$ cat src/rtl/instruction_fetch_unit.sv
// instruction_fetch_unit: PC sequencer for the combinational InstructionMemory ROM with a prefetch FIFO
//
// Ports:
//   clk            in   1   rising-edge clock
//   reset          in   1   asynchronous active-high reset
//   enable         in   1   1 = fetch allowed; 0 = stop issuing fetches (FIFO still drains)
//   mem_address    out  32  ROM word address (equals pc)
//   mem_data       in   32  ROM data for mem_address, same cycle
//   redirect_valid in   1   flush and restart fetch at redirect_pc
//   redirect_pc    in   32  new word address
//   instr_valid    out  1   FIFO head valid
//   instr_ready    in   1   decode accepts head when instr_valid & instr_ready
//   instr          out  32  FIFO head instruction word
//   instr_pc       out  32  FIFO head PC
//   halted         out  1   fetch ended (pc out of range) and FIFO empty
module instruction_fetch_unit #(
    parameter int          LENGTH   = 32,
    parameter logic [31:0] RESET_PC = 32'd0,
    parameter int          DEPTH    = 2
) (
    input  logic        clk,
    input  logic        reset,
    input  logic        enable,
    output logic [31:0] mem_address,
    input  logic [31:0] mem_data,
    input  logic        redirect_valid,
    input  logic [31:0] redirect_pc,
    output logic        instr_valid,
    input  logic        instr_ready,
    output logic [31:0] instr,
    output logic [31:0] instr_pc,
    output logic        halted
);
    localparam int          AW   = $clog2(DEPTH);
    localparam int          CW   = $clog2(DEPTH + 1);
    localparam logic [31:0] LEN  = 32'(LENGTH);
    localparam logic [CW-1:0] FULL = CW'(DEPTH);

    typedef enum logic [1:0] {S_IDLE, S_FETCH, S_END} state_t;

    state_t        state_q, state_d;
    logic [31:0]   pc_q, pc_d;
    logic [AW-1:0] wr_q, wr_d, rd_q, rd_d;
    logic [CW-1:0] cnt_q, cnt_d;
    logic [31:0]   fifo_pc_q[DEPTH];
    logic [31:0]   fifo_data_q[DEPTH];
    logic          push, pop;

    always_comb begin
        pop     = (cnt_q != '0) && instr_ready;
        // a full FIFO still accepts a push when the head leaves in the same cycle
        push    = !redirect_valid && state_q == S_FETCH && pc_q < LEN && (cnt_q < FULL || pop);
        pc_d    = redirect_valid ? redirect_pc : push ? pc_q + 32'd1 : pc_q;
        wr_d    = redirect_valid ? '0 : push ? wr_q + AW'(1) : wr_q;
        rd_d    = redirect_valid ? '0 : pop ? rd_q + AW'(1) : rd_q;
        cnt_d   = redirect_valid ? '0 : cnt_q + CW'(push) - CW'(pop);
        // FETCH ends as soon as the next pc to fetch falls outside the ROM
        state_d = redirect_valid      ? (redirect_pc >= LEN ? S_END : enable ? S_FETCH : S_IDLE) :
                  state_q == S_IDLE   ? (enable ? (pc_q < LEN ? S_FETCH : S_END) : S_IDLE) :
                  state_q == S_FETCH  ? (pc_d >= LEN ? S_END : enable ? S_FETCH : S_IDLE) :
                  state_q;
    end

    always_ff @(posedge clk or posedge reset) begin
        if (reset) begin
            state_q <= S_IDLE;
            pc_q    <= RESET_PC;
            wr_q    <= '0;
            rd_q    <= '0;
            cnt_q   <= '0;
            for (int i = 0; i < DEPTH; i++) begin
                fifo_pc_q[i]   <= '0;
                fifo_data_q[i] <= '0;
            end
        end else begin
            state_q <= state_d;
            pc_q    <= pc_d;
            wr_q    <= wr_d;
            rd_q    <= rd_d;
            cnt_q   <= cnt_d;
            if (push) begin
                fifo_pc_q[wr_q]   <= pc_q;
                fifo_data_q[wr_q] <= mem_data;
            end
        end
    end

    assign mem_address = pc_q;
    assign instr_valid = cnt_q != '0;
    assign instr       = fifo_data_q[rd_q];
    assign instr_pc    = fifo_pc_q[rd_q];
    assign halted      = state_q == S_END && cnt_q == '0;
endmodule
$ cat config.mk
export PLATFORM = sky130hd
export DESIGN_NAME = instruction_fetch_unit
export DESIGN_NICKNAME = d
export VERILOG_FILES = /design/src/rtl/instruction_fetch_unit.sv
export SDC_FILE = /design/constraint.sdc
export NUM_CORES = 1
export LEC_CHECK = 0
export BUFFER_PORTS_ARGS = -buffer_cell sky130_fd_sc_hd__buf_2
export CAP_MARGIN = 20
export CELL_PAD_IN_SITES_DETAIL_PLACEMENT = 1
export CELL_PAD_IN_SITES_GLOBAL_PLACEMENT = 1
export CORE_MARGIN = 2
export CORE_UTILIZATION = 40
export CTS_CLUSTER_DIAMETER = 200
export DETAILED_ROUTE_END_ITERATION = 8
export GPL_TIMING_DRIVEN = 0
export PLACE_DENSITY = 0.85
export SETUP_SLACK_MARGIN = 0.1
export SYNTH_ARGS = -nofsm -noshare
export SYNTH_HDL_FRONTEND = slang
export SYNTH_SLANG_ARGS = --single-unit
$ cat constraint.sdc
create_clock -name clk -period 5.3 [get_ports clk]
set_input_delay 1.06 -clock clk [delete_from_list [all_inputs] [get_ports clk]]
set_output_delay 1.06 -clock clk [all_outputs]
set_load 0.02 [all_outputs]
==> impl_metrics.tcl <==
set metrics [dict create \
    dieArea_sq_um 19700 \
    clk_path_buf_depth 2 \
    final_cell_mix "171 x buf_2, 166 x dfrtp_1, 98 x mux2_2" \
    syn_nets 572 \
    rsz0062_at_grt "no" \
    fillers 1864 \
    path_common_cell "clkbuf_1" \
    ys_seq_area_share_pct 56.0 \
    synth-seq-cells 166 \
    synthSimpleGateAreaFrac_pct 9.68 \
    cts_max_level 4 \
    hold_class "flip-flop to flip-flop" \
    pwr-share-seq_pct 48.6 \
    yosysWarnings 0 \
    grt_pass1_vias 5367 \
    tightest_slew_ns 0.948 \
    drive_above_1_share_pct 54.6 \
    setup_viol 0 \
    synth.top_cell.area_share_pct 56.0 \
    postLayoutCellArea_sq_um 9190 \
    synth_top_family_by_area "multiplexers" \
    r2r_start "mem_address[9]" \
    start_util_pct 41.0 \
    cp.required_ns 4.24 \
    io_buffer_count 166 \
    hold_buffers 0 \
    cts_tree "yes" \
    layout_commonest_cell "buf_2" \
    drc 0 \
    grt_pass1_wl_um 29600 \
    maxCapViolations 0 \
    hold_start "fifo_pc_q[32]" \
    critPathLaunchType "flip-flop" \
    p_leak_nw 4.74 \
    fin_total_pwr_mw 2.71 \
    nNetsFinal 760 \
    row_count 49 \
    p_per_area_nw_per_um2 295 \
    synth-compound-area-share_pct 1.40 \
    dp_hpwl_um 13000 \
    place_area_sq_um 8600 \
    p_int_mw 2.07 \
    relSlewSlack_pct 36.7 \
    yosys-mux-area-fraction_pct 28.2 \
    synth-xor-area-share_pct 0.944 \
    gp_congestion 0.837 \
    cts_sinks 166 \
    synth-edff-count 0 \
    synth_cells 500 \
    crit_slowest_cell "clkbuf_1" \
    synth.distinct_cells 45 \
    antenna_found_initial 3 \
    drt-initial-drc-count 139 \
    synth_top_area_cell "dfrtp_1" \
    syn_area_per_cell_sq_um 14.8 \
    routed_wl_um 18100 \
    die_w_um 140 \
    max_freq_mhz 285 \
    p_clk_share_pct 45.0 \
    pwr-share-comb_pct 6.4 \
    drtAntennaViolNets 0 \
    critPathCaptureType "output port" \
    syn_to_final_growth_pct 23.9 \
    drt-vias-per-instance 5.08 \
    ys.flop_type "dfrtp_1" \
    post_cts_resized 0 \
    grt_usage_pct 19.0 \
    min_period_over_period_pct 66.2 \
    overflow 0 \
    setup_slack_ns 1.79 \
    startpoint "rd_q" \
    final.min_clock_period_ns 3.51 \
    cts_buffers 17 \
    clock_latency_ns 0.42 \
    crit_chain "clkbuf_1 -> clkbuf_1 -> mux2_2 -> buf_2" \
    root_buffer "clkbuf_16" \
    setup-tns-final_ns 0 \
    coreArea_sq_um 18100 \
    async_reset_ff_share_pct 100 \
    vias 4727 \
    yosys-top-cells-area "dfrtp_1 56%, mux2_2 15%, mux2_4 12%" \
    p_sw_share_pct 23.7 \
    ir_drop_uv 211 \
    routedWlPerCell_um 19.4 \
    slew_viol_final 0 \
    post-cts-setup-buffers 0 \
    clkTransAtPathRegs_ns 0.06 \
    die_h_um 140 \
    crit_type "flip-flop to output port" \
    slowest_delay_ns 0.55 \
    clock_skew_ns 0.0120 \
    grt_max_degree 47 \
    drt_first_pass_iters 4 \
    syn-cell-area_sq_um 7420 \
    place_ws_ns 2.18 \
    switching_power_uw 644 \
    cp.arrival_ns 2.45 \
    ios 167 \
    holdWs_ns 0.486 \
    status "completed" \
    finalHoldViolations 0 \
    cp_max_fo 10 \
    synth-adder-area-share_pct 0.506 \
]
layer usage:
| layer | vias to the layer above | GRT usage (%) | wire length, um |
|---|---|---|---|
| li1 | 2128 | - | - |
| met1 | 2429 | 24.1 | 7800 |
| met2 | 136 | 31.8 | 8970 |
| met3 | 32 | 5.57 | 1010 |
| met4 | 2 | 5.58 | 293 |
| met5 | - | 0 | 13 |
critical path, delay by kind of cell, from the launching register on:
family | cells | cell delay (ns)
buffers and inverters | 3 | 1.26
muxes | 1 | 0.42
DFF | 1 | 0.35
power groups by stage:
stage	Clock, mW	Combinational [mW]	Sequential [mW]
final	1.22	0.175	1.32
after global routing	1.31	0.189	1.32
after CTS	1.25	0.177	1.32
after detailed placement	0	0.176	1.34
after global placement	0	0.162	1.34
after floorplan	0	0.0596	1.37
cell type report:
| cell class | count | area [sq um] | share of cell area [%] |
|---|---|---|---|
| Clock inverter | 9 | 90.1 | 0.980 |
| Multi-Input combinational cell | 305 | 3020 | 32.9 |
| Buffer | 25 | 229 | 2.49 |
| Tap cell | 229 | 287 | 3.12 |
| Clock buffer | 22 | 494 | 5.38 |
| Antenna cell | 2 | 5.00 | 0.0544 |
| Sequential cell | 166 | 4150 | 45.2 |
| Timing Repair Buffer | 169 | 891 | 9.69 |
| Inverter | 4 | 21.3 | 0.231 |
synth_stat cells, types with 4 or more instances:
cell and number:
dfrtp_1 166, mux2_2 98, mux2_4 60, nor2b_1 55, nor2_1 13, nor4_1 11, clkbuf_1 9, buf_12 7
nand2_1 7, mux2_1 6, nand4_1 6, o21ai_0 6, buf_2 5, xnor2_1 5, nor3_1 4
path summary, 6_finish.rpt:
path	end	slack, ns	cells after the start
setup / recovery	instr[16]	1.79	4
hold / removal	fifo_pc_q[32]	0.49	1
setup reg to reg	fifo_pc_q[32]	2.58	7
hold reg to reg	fifo_pc_q[32]	0.49	1
max in group asynchronous	fifo_pc_q[37]	3.44	4
min in group asynchronous	mem_address[9]	0.84	2
metrics by stage:
stage,util [%],std cells
after floorplan,-,500
after global placement,47.2,895
after detailed placement,47.6,898
after CTS,50.8,929
after global routing,50.8,930
final,50.8,931
sequential cells by signal, indices dropped and copies added (netlist names):
name,cells
mem_address,32
rd_q,1
fifo_pc_q,64
state_q,2
cnt_q,2
fifo_data_q,64
wr_q,1
kinds of logic (layout without fill, tap and decap cells):
group           Yosys count  count (layout)
compound gates           14              14
simple gates            114             114
mux                     166             166
fa+ha+maj                 3               3
buf+inv                  29             229
flops                   166             166
xor+xnor                  8               8
other cells               0               2
Power figures use the tool's default switching activity.
